<file path="config.mk">
export PLATFORM = sky130hd
export DESIGN_NAME = ballot_arbiter_flat
export DESIGN_NICKNAME = d
export VERILOG_FILES = /design/src/rtl/voting_pkg.sv /design/src/rtl/ballot_arbiter_if.sv /design/src/rtl/rr_arbiter.sv /design/src/rtl/ballot_arbiter.sv /design/src/flat_wrapper.sv
export SDC_FILE = /design/constraint.sdc
export NUM_CORES = 1
export LEC_CHECK = 0
export CORE_MARGIN = 4
export CORE_UTILIZATION = 47
export CTS_CLUSTER_DIAMETER = 50
export DETAILED_ROUTE_END_ITERATION = 10
export PLACE_DENSITY = 0.84
export SYNTH_ARGS = -nofsm -noshare
export SYNTH_HDL_FRONTEND = slang
export SYNTH_SLANG_ARGS = --single-unit
export TNS_END_PERCENT = 10
</file>
<file path="constraint.sdc">
create_clock -name clk -period 3.6 [get_ports clk]
set_clock_uncertainty 0.2 [all_clocks]
set_input_delay 0.54 -clock clk [delete_from_list [all_inputs] [get_ports clk]]
set_output_delay 0.54 -clock clk [all_outputs]
set_load 0.005 [all_outputs]
</file>
<file path="src/rtl/voting_pkg.sv">
// Shared definitions for the ballot arbiter: FSM state codes, candidate codes
// and default sizing.
package voting_pkg;

  localparam int unsigned NUM_BOOTHS_DEF  = 4;
  localparam int unsigned HOLD_CYCLES_DEF = 16;

  typedef enum logic [2:0] {
    IDLE   = 3'd0,
    ARB    = 3'd1,
    ISSUE  = 3'd2,
    HOLD   = 3'd3,
    CLOSED = 3'd4
  } state_e;

  typedef enum logic [1:0] {
    CAND_NONE = 2'b00,
    CAND_1    = 2'b01,
    CAND_2    = 2'b10,
    CAND_3    = 2'b11
  } cand_e;

  function automatic logic cand_valid(input logic [1:0] code);
    return code != CAND_NONE;
  endfunction

endpackage

</file>
<file path="src/rtl/ballot_arbiter_if.sv">
// Booth, tally and session signals of the ballot arbiter; the arbiter uses the
// slave modport, the booth/tally side uses master.
interface ballot_arbiter_if #(
  parameter int unsigned NUM_BOOTHS = voting_pkg::NUM_BOOTHS_DEF
);

  logic                    session_open;
  logic                    session_close;
  logic [NUM_BOOTHS-1:0]   booth_req;
  logic [2*NUM_BOOTHS-1:0] booth_cand;
  logic [NUM_BOOTHS-1:0]   booth_ack;
  logic [NUM_BOOTHS-1:0]   booth_reject;
  logic                    tally_valid;
  logic [1:0]              tally_cand;
  logic                    tally_ready;
  logic                    results_latch;
  logic [31:0]             votes_cast;
  logic [2:0]              state;

  modport master (
    output session_open, session_close, booth_req, booth_cand, tally_ready,
    input  booth_ack, booth_reject, tally_valid, tally_cand, results_latch,
           votes_cast, state
  );

  modport slave (
    input  session_open, session_close, booth_req, booth_cand, tally_ready,
    output booth_ack, booth_reject, tally_valid, tally_cand, results_latch,
           votes_cast, state
  );

endinterface

</file>
<file path="src/rtl/rr_arbiter.sv">
// Combinational round-robin pick: first set request at or after the pointer,
// wrapping around; one-hot grant, all-zero when nothing is requested.
module rr_arbiter #(
  parameter int unsigned N  = 4,
  parameter int unsigned PW = (N > 1) ? $clog2(N) : 1
) (
  input  logic [N-1:0]  req_i,
  input  logic [PW-1:0] ptr_i,
  output logic [N-1:0]  gnt_o
);

  int unsigned   idx;
  logic [PW-1:0] sel;
  logic          found;

  always_comb begin
    gnt_o = '0;
    idx   = 0;
    sel   = '0;
    found = 1'b0;
    for (int unsigned k = 0; k < N; k++) begin
      idx = 32'(ptr_i) + k;
      if (idx >= N) idx = idx - N;
      sel = PW'(idx);
      if (!found && req_i[sel]) begin
        gnt_o[sel] = 1'b1;
        found      = 1'b1;
      end
    end
  end

endmodule

</file>
<file path="src/rtl/ballot_arbiter.sv">
// Shares one tally unit between NUM_BOOTHS voting booths: round-robin grant,
// invalid-code rejection, per-booth lockout and a post-vote hold period.
module ballot_arbiter
  import voting_pkg::*;
#(
  parameter int unsigned NUM_BOOTHS  = NUM_BOOTHS_DEF,
  parameter int unsigned HOLD_CYCLES = HOLD_CYCLES_DEF
) (
  input logic             clk,
  input logic             rst,
  ballot_arbiter_if.slave bus
);

  localparam int unsigned PW = (NUM_BOOTHS > 1) ? $clog2(NUM_BOOTHS) : 1;
  localparam int unsigned HW = (HOLD_CYCLES > 1) ? $clog2(HOLD_CYCLES) : 1;

  state_e                state_q, state_d;
  logic [PW-1:0]         ptr_q, ptr_d;
  logic [PW-1:0]         idx_q, idx_d;
  logic [NUM_BOOTHS-1:0] lock_q, lock_d;
  logic [HW-1:0]         hold_q, hold_d;
  logic                  close_pend_q, close_pend_d;
  logic [31:0]           votes_q, votes_d;
  logic                  valid_q, valid_d;
  logic [1:0]            cand_q, cand_d;
  logic [NUM_BOOTHS-1:0] ack_q, ack_d;
  logic [NUM_BOOTHS-1:0] rej_q, rej_d;
  logic                  latch_q, latch_d;

  logic [NUM_BOOTHS-1:0] eligible;
  logic [NUM_BOOTHS-1:0] grant;
  logic [PW-1:0]         gnt_idx;
  logic [1:0]            gnt_code;
  logic [NUM_BOOTHS-1:0] iss_oh;

  function automatic logic [PW-1:0] ptr_after(input logic [PW-1:0] g);
    return (32'(g) == NUM_BOOTHS - 1) ? '0 : g + PW'(1);
  endfunction

  // A booth whose reject is on the wire this cycle still holds its request
  // until it sees the pulse, so it is kept out of arbitration for that cycle.
  assign eligible = bus.booth_req & ~lock_q & ~rej_q;

  rr_arbiter #(
    .N  (NUM_BOOTHS),
    .PW (PW)
  ) u_rr (
    .req_i (eligible),
    .ptr_i (ptr_q),
    .gnt_o (grant)
  );

  always_comb begin
    gnt_idx  = '0;
    gnt_code = CAND_NONE;
    for (int unsigned i = 0; i < NUM_BOOTHS; i++) begin
      if (grant[i]) begin
        gnt_idx  = PW'(i);
        gnt_code = bus.booth_cand[2*i +: 2];
      end
    end
  end

  always_comb begin
    iss_oh         = '0;
    iss_oh[idx_q]  = 1'b1;
  end

  always_comb begin
    state_d      = state_q;
    ptr_d        = ptr_q;
    idx_d        = idx_q;
    hold_d       = hold_q;
    close_pend_d = close_pend_q;
    votes_d      = votes_q;
    valid_d      = valid_q;
    cand_d       = cand_q;
    ack_d        = '0;
    rej_d        = '0;
    lock_d       = lock_q & bus.booth_req;

    unique case (state_q)
      IDLE: begin
        if (bus.session_close) begin
          state_d = CLOSED;
        end else if (bus.session_open) begin
          state_d = ARB;
          votes_d = '0;
        end
      end
      ARB: begin
        if (bus.session_close) begin
          state_d = CLOSED;
        end else if (|grant) begin
          if (cand_valid(gnt_code)) begin
            state_d = ISSUE;
            valid_d = 1'b1;
            cand_d  = gnt_code;
            idx_d   = gnt_idx;
          end else begin
            rej_d = grant;
            ptr_d = ptr_after(gnt_idx);
          end
        end
      end
      ISSUE: begin
        if (bus.session_close) close_pend_d = 1'b1;
        if (bus.tally_ready) begin
          valid_d      = 1'b0;
          cand_d       = CAND_NONE;
          ack_d        = iss_oh;
          lock_d       = lock_d | iss_oh;
          ptr_d        = ptr_after(idx_q);
          votes_d      = (votes_q == '1) ? votes_q : votes_q + 32'd1;
          hold_d       = '0;
          close_pend_d = 1'b0;
          state_d      = (close_pend_q || bus.session_close) ? CLOSED : HOLD;
        end
      end
      HOLD: begin
        if (bus.session_close) begin
          state_d = CLOSED;
          hold_d  = '0;
        end else if (hold_q == HW'(HOLD_CYCLES - 1)) begin
          state_d = ARB;
          hold_d  = '0;
        end else begin
          hold_d = hold_q + HW'(1);
        end
      end
      CLOSED: begin
        if (bus.session_open && !bus.session_close) begin
          state_d = ARB;
          votes_d = '0;
        end
      end
      default: state_d = IDLE;
    endcase

    latch_d = (state_d == CLOSED) && (state_q != CLOSED);
  end

  always_ff @(posedge clk) begin
    if (!rst) begin
      state_q      <= IDLE;
      ptr_q        <= '0;
      idx_q        <= '0;
      lock_q       <= '0;
      hold_q       <= '0;
      close_pend_q <= 1'b0;
      votes_q      <= '0;
      valid_q      <= 1'b0;
      cand_q       <= CAND_NONE;
      ack_q        <= '0;
      rej_q        <= '0;
      latch_q      <= 1'b0;
    end else begin
      state_q      <= state_d;
      ptr_q        <= ptr_d;
      idx_q        <= idx_d;
      lock_q       <= lock_d;
      hold_q       <= hold_d;
      close_pend_q <= close_pend_d;
      votes_q      <= votes_d;
      valid_q      <= valid_d;
      cand_q       <= cand_d;
      ack_q        <= ack_d;
      rej_q        <= rej_d;
      latch_q      <= latch_d;
    end
  end

  assign bus.booth_ack     = ack_q;
  assign bus.booth_reject  = rej_q;
  assign bus.tally_valid   = valid_q;
  assign bus.tally_cand    = cand_q;
  assign bus.results_latch = latch_q;
  assign bus.votes_cast    = votes_q;
  assign bus.state         = state_q;

endmodule

</file>
<file path="src/flat_wrapper.sv">
// flat-port wrapper written by rule: the top's interface ports become plain ports
module ballot_arbiter_flat import voting_pkg::*;
#(
  parameter int unsigned NUM_BOOTHS  = NUM_BOOTHS_DEF,
  parameter int unsigned HOLD_CYCLES = HOLD_CYCLES_DEF
)
  (clk, rst, bus_session_open, bus_session_close, bus_booth_req, bus_booth_cand, bus_tally_ready, bus_booth_ack, bus_booth_reject, bus_tally_valid, bus_tally_cand, bus_results_latch, bus_votes_cast, bus_state);
  ballot_arbiter_if #(.NUM_BOOTHS(NUM_BOOTHS)) bus_i ();
  input logic clk;
  input logic rst;
  input wire logic [$bits(bus_i.session_open)-1:0] bus_session_open;
  input wire logic [$bits(bus_i.session_close)-1:0] bus_session_close;
  input wire logic [$bits(bus_i.booth_req)-1:0] bus_booth_req;
  input wire logic [$bits(bus_i.booth_cand)-1:0] bus_booth_cand;
  input wire logic [$bits(bus_i.tally_ready)-1:0] bus_tally_ready;
  output wire logic [$bits(bus_i.booth_ack)-1:0] bus_booth_ack;
  output wire logic [$bits(bus_i.booth_reject)-1:0] bus_booth_reject;
  output wire logic [$bits(bus_i.tally_valid)-1:0] bus_tally_valid;
  output wire logic [$bits(bus_i.tally_cand)-1:0] bus_tally_cand;
  output wire logic [$bits(bus_i.results_latch)-1:0] bus_results_latch;
  output wire logic [$bits(bus_i.votes_cast)-1:0] bus_votes_cast;
  output wire logic [$bits(bus_i.state)-1:0] bus_state;
  assign bus_i.session_open = bus_session_open;
  assign bus_i.session_close = bus_session_close;
  assign bus_i.booth_req = bus_booth_req;
  assign bus_i.booth_cand = bus_booth_cand;
  assign bus_i.tally_ready = bus_tally_ready;
  assign bus_booth_ack = bus_i.booth_ack;
  assign bus_booth_reject = bus_i.booth_reject;
  assign bus_tally_valid = bus_i.tally_valid;
  assign bus_tally_cand = bus_i.tally_cand;
  assign bus_results_latch = bus_i.results_latch;
  assign bus_votes_cast = bus_i.votes_cast;
  assign bus_state = bus_i.state;
  ballot_arbiter #(.NUM_BOOTHS(NUM_BOOTHS), .HOLD_CYCLES(HOLD_CYCLES)) u_core (.clk(clk), .rst(rst), .bus(bus_i));
endmodule
</file>
==> metrics.md <==
| Metric | Value |
|---|---|
| Wire length after detailed routing | `8475 µm` |
| Final hold violation count | `0` |
| Max Fanout on Critical Path | `4` |
| Number of register bits inferred by synthesis | `60` |
| GP Congestion | `0.8462` |
| Minimum period implied by the final worst setup slack | `3510 ps` |
| Proportion of total power due to net switching | `0.2532` |
| Post-route DRC violation count | `0` |
| Logic pwr share | `0.122` |
| Slew @ Worst Pin | `594.7 ps` |
| Worst reg-to-reg setup slack | `340 ps` |
| Synthesized cell area | `0.003337 mm²` |
| Initial core utilization | `0.4885` |
| Number of search-and-repair iterations in the first detailed-routing pass | `5` |
| Overall global routing resource usage | `0.2033` |
| Required time at the endpoint of the critical path | `3650 ps` |
| Prevailing post-synth register cell | `dfxtp_1` |
| Portion of total power attributed to the clock network | `0.411` |
| Worst setup slack before clock tree synthesis | `-187.9 ps` |
| Via count | `3214` |
| Worst setup margin | `89.97 ps` |
| Register-to-Register Path Depth | `11` |
| Worst Path Class, Setup | `in -> reg` |
| Power density cells | `321.0 mW/mm²` |
| Endpoint with the worst hold slack | `u_core.bus.tally_valid` |
| Largest net degree at the start of global routing | `33` |
| Nature of the critical path endpoint | `flip-flop` |
| Aggregate negative setup slack | `0 ps` |
| P_sw | `0.3652 mW` |
| Hold crit path type | `reg -> reg` |
| Number of input and output port buffers inserted | `63` |
| Total I/O pin count | `64` |
| Net count reported at finish | `514` |
| Proportion of layout cells with a drive suffix above 1 | `0.1578` |
| Overall Power | `1.442 mW` |
| Remaining antenna violation count | `0` |
| Max-slew violation total from the final report | `0` |
| Max-Slew Margin vs Limit | `0.6023` |
| Post-synth cell types | `66` |
| Maximum resistive drop on vdd | `0.2769 mV` |
| Part of the power in registers | `0.467` |
| Root Driver | `clkbuf_8` |
| Average wire per cell in the routed design | `14.51 µm` |
| Die width | `92.26 µm` |
| Via count normalized by instance count | `5.503` |
| Yosys Warn Count | `0` |
| Number of antenna violations at the first check in global routing | `0` |
| Quantity of hold-fixing buffers added after cts | `0` |
| Type of origin of the critical path | `input port` |
| Total congestion overflow | `0` |
| Vertical die dimension | `92.26 µm` |
| Insertion delay to the later sink of the worst-skew pair | `340 ps` |
| Critical hold path startpoint | `u_core.bus.tally_valid` |
| Launch instance of the worst register-to-register path | `u_core.ptr_q[0]` |
| Post-CTS setup-driven buffer insertion count | `0` |
| Number of placement rows | `30` |
| Data arrival time of the critical path | `3560 ps` |
| Antenna cells | `0` |
| Worst R2R End | `u_core.bus.state[0]` |
| CTS clock-pin slew for the worst setup and hold paths | `70 ps` |
| Starting DRC count in detailed routing | `225` |
| Cells after synthesis | `387` |
| Layout Cells excl Fill | `584` |
| Final critical-path share of the clock period | `0.9750` |
| CTS tree | `built` |
| CTS buffer count | `9` |
| Count of placed standard cells including taps | `568` |
| Via count of the first global-routing pass | `3083` |
| Instance count along the most critical hold path | `2` |
| HPWL after detailed placement | `6340 µm` |
| Number of nets produced by synthesis | `418` |
| Setup repair after global routing missed its margin | `true` |
| Finish-stage setup viols | `0` |
| Mean instance size in the synthesized netlist | `8.623 µm²` |
| Number of flops mapped to enable cells by yosys | `0` |
| Async set-or-reset flop fraction in the synthesized netlist | `0` |
| Max-capacitance violation count | `0` |
| # resized after CTS | `0` |
| Global-route wire length before repair | `14030 µm` |
| Number of H-tree levels | `3` |
| Core Footprint | `0.006832 mm²` |
| Highest clock rate | `0.2849 GHz` |
| Number of clock sinks | `60` |
| Status | `completed` |
| Maximum buffer depth of the clock tree | `2` |
| Die outline area | `0.008512 mm²` |
| Leakage Power | `1.610 nW` |
| Int Power | `1.077 mW` |
| Area growth from synthesis to layout | `34.65%` |
| Sequential element share of the synthesized area | `0.3600` |
-- power groups by stage --
stage	Combinational [mW]	Sequential, mW	Clock [mW]
detailed placement	0.171	0.689	0
global placement	0.167	0.689	0
floorplan	0.0940	0.688	0
CTS	0.173	0.674	0.604
global route	0.191	0.674	0.643
finish	0.176	0.674	0.593
-- per-layer routing --
layer  global-route usage  wire, µm  up-vias  share of wire
met2               0.3224      4029      106           0.48
met1               0.2633      3861     1496           0.46
met4               0.1027       182        0          0.021
met3              0.03856       402       20          0.047
li1                     -         -     1592              -
met5                    0         0        -              0
-- cells in the final DEF (no fill, tap or decap), types with 5 or more instances in the layout --
cell,Yosys,final
clkdlybuf4s50_1,0,63
dfxtp_1,60,60
nor2_1,46,46
buf_4,1,32
nand2_1,29,29
o21ai_0,22,22
a21oi_1,21,21
inv_1,16,16
or3_1,16,16
nand3_1,14,14
ha_1,14,14
xnor2_1,13,13
nor3_1,10,10
clkbuf_8,0,9
xor2_1,8,8
and2_1,7,7
nand4_1,6,6
mux2i_1,6,6
and3_1,5,5
-- cell usage after synthesis (all sizes together), types with 2 or more instances --
master / number / area (µm²)
mux2i: 7 / 82.58
a31oi: 3 / 18.77
xor2: 8 / 70.07
nor3b: 5 / 37.54
inv: 17 / 63.81
ha: 14 / 175.2
a31o: 4 / 35.03
dfxtp: 60 / 1201
o21bai: 2 / 15.01
mux2: 2 / 22.52
nor4b: 3 / 26.28
nand2: 29 / 108.9
a21oi: 24 / 131.4
nand4: 6 / 37.54
o311a: 2 / 20.02
and4: 2 / 17.52
nor2: 46 / 172.7
a311oi: 5 / 56.31
o21ai: 25 / 128.9
a21o: 3 / 22.52
and2: 7 / 43.79
nand3b: 3 / 22.52
xnor2: 13 / 113.9
nand3: 15 / 87.59
nor3: 10 / 50.05
nor4bb: 2 / 20.02
or3b: 4 / 37.54
a21boi: 3 / 22.52
nand2b: 2 / 12.51
clkbuf: 8 / 30.03
a22oi: 3 / 27.52
nor2b: 2 / 12.51
buf: 2 / 12.51
or3: 16 / 100.1
and3: 5 / 31.28
nor4: 3 / 25.02
or2: 4 / 25.03
mux4: 3 / 67.56
-- cell families after synthesis --
kind of cell               Yosys count  synth area share
and+or+nand+nor                    166            0.2655
AOI/OAI and AO/OA                   86            0.1822
DFF                                 60            0.3600
buffers and inverters               28           0.03299
xor gates and xnor gates            21           0.05512
adders and majority gates           14           0.05249
muxes                               12           0.05174
-- registers in the layout (all words and copies together) (netlist names) --
name	cells
u_core.lock_q	4
u_core.bus.booth_reject	4
u_core.bus.state	3
u_core.hold_q	4
u_core.bus.booth_ack	4
u_core.idx_q	2
u_core.bus.results_latch	1
u_core.bus.tally_cand	2
u_core.ptr_q	2
u_core.bus.votes_cast	32
u_core.bus.tally_valid	1
u_core.close_pend_q	1
-- cell type report --
class	count	area, µm²
timing repair buffer	95	870.8
clock buffer	10	127.6
clock inverter	6	65.06
fill	548	2338
inverter	18	67.56
sequential	60	1201
multi-input combinational	299	2041
tap	96	120.1
-- per-stage QoR --
step	cell area (µm²)	hold WS, ps	utilization
after floorplan	3337	266.9	-
after global placement	4285	276.9	0.6273
after detailed placement	4285	285.5	0.6273
after CTS	4478	297.3	0.6555
after global routing	4493	333.2	0.6577
final	4493	287.6	0.6577
-- critical path, cell delays in order --
cell	delay (ps)
clkdlybuf4s50_1	490
or3b_1	410
and3_1	200
o2111ai_1	280
nand2_1	190
a2111oi_2	530
o311a_1	310
o221a_4	240
nand3_4	100
a311oi_2	260
-- worst max-delay path by stage --
stage / to / cells after the start / from
5_1_grt: u_core.idx_q[1] / 11 / bus_booth_req[3]
6_report: u_core.bus.state[0] / 10 / bus_booth_req[2]
2_1_floorplan: u_core.bus.tally_cand[0] / 12 / u_core.ptr_q[0]
3_3_place_gp: u_core.ptr_q[1] / 12 / bus_booth_req[2]
4_1_cts: u_core.bus.state[0] / 10 / bus_booth_req[0]
3_5_place_dp: u_core.bus.state[0] / 10 / bus_booth_req[0]
No activity file was read; power rests on OpenSTA's default activity.
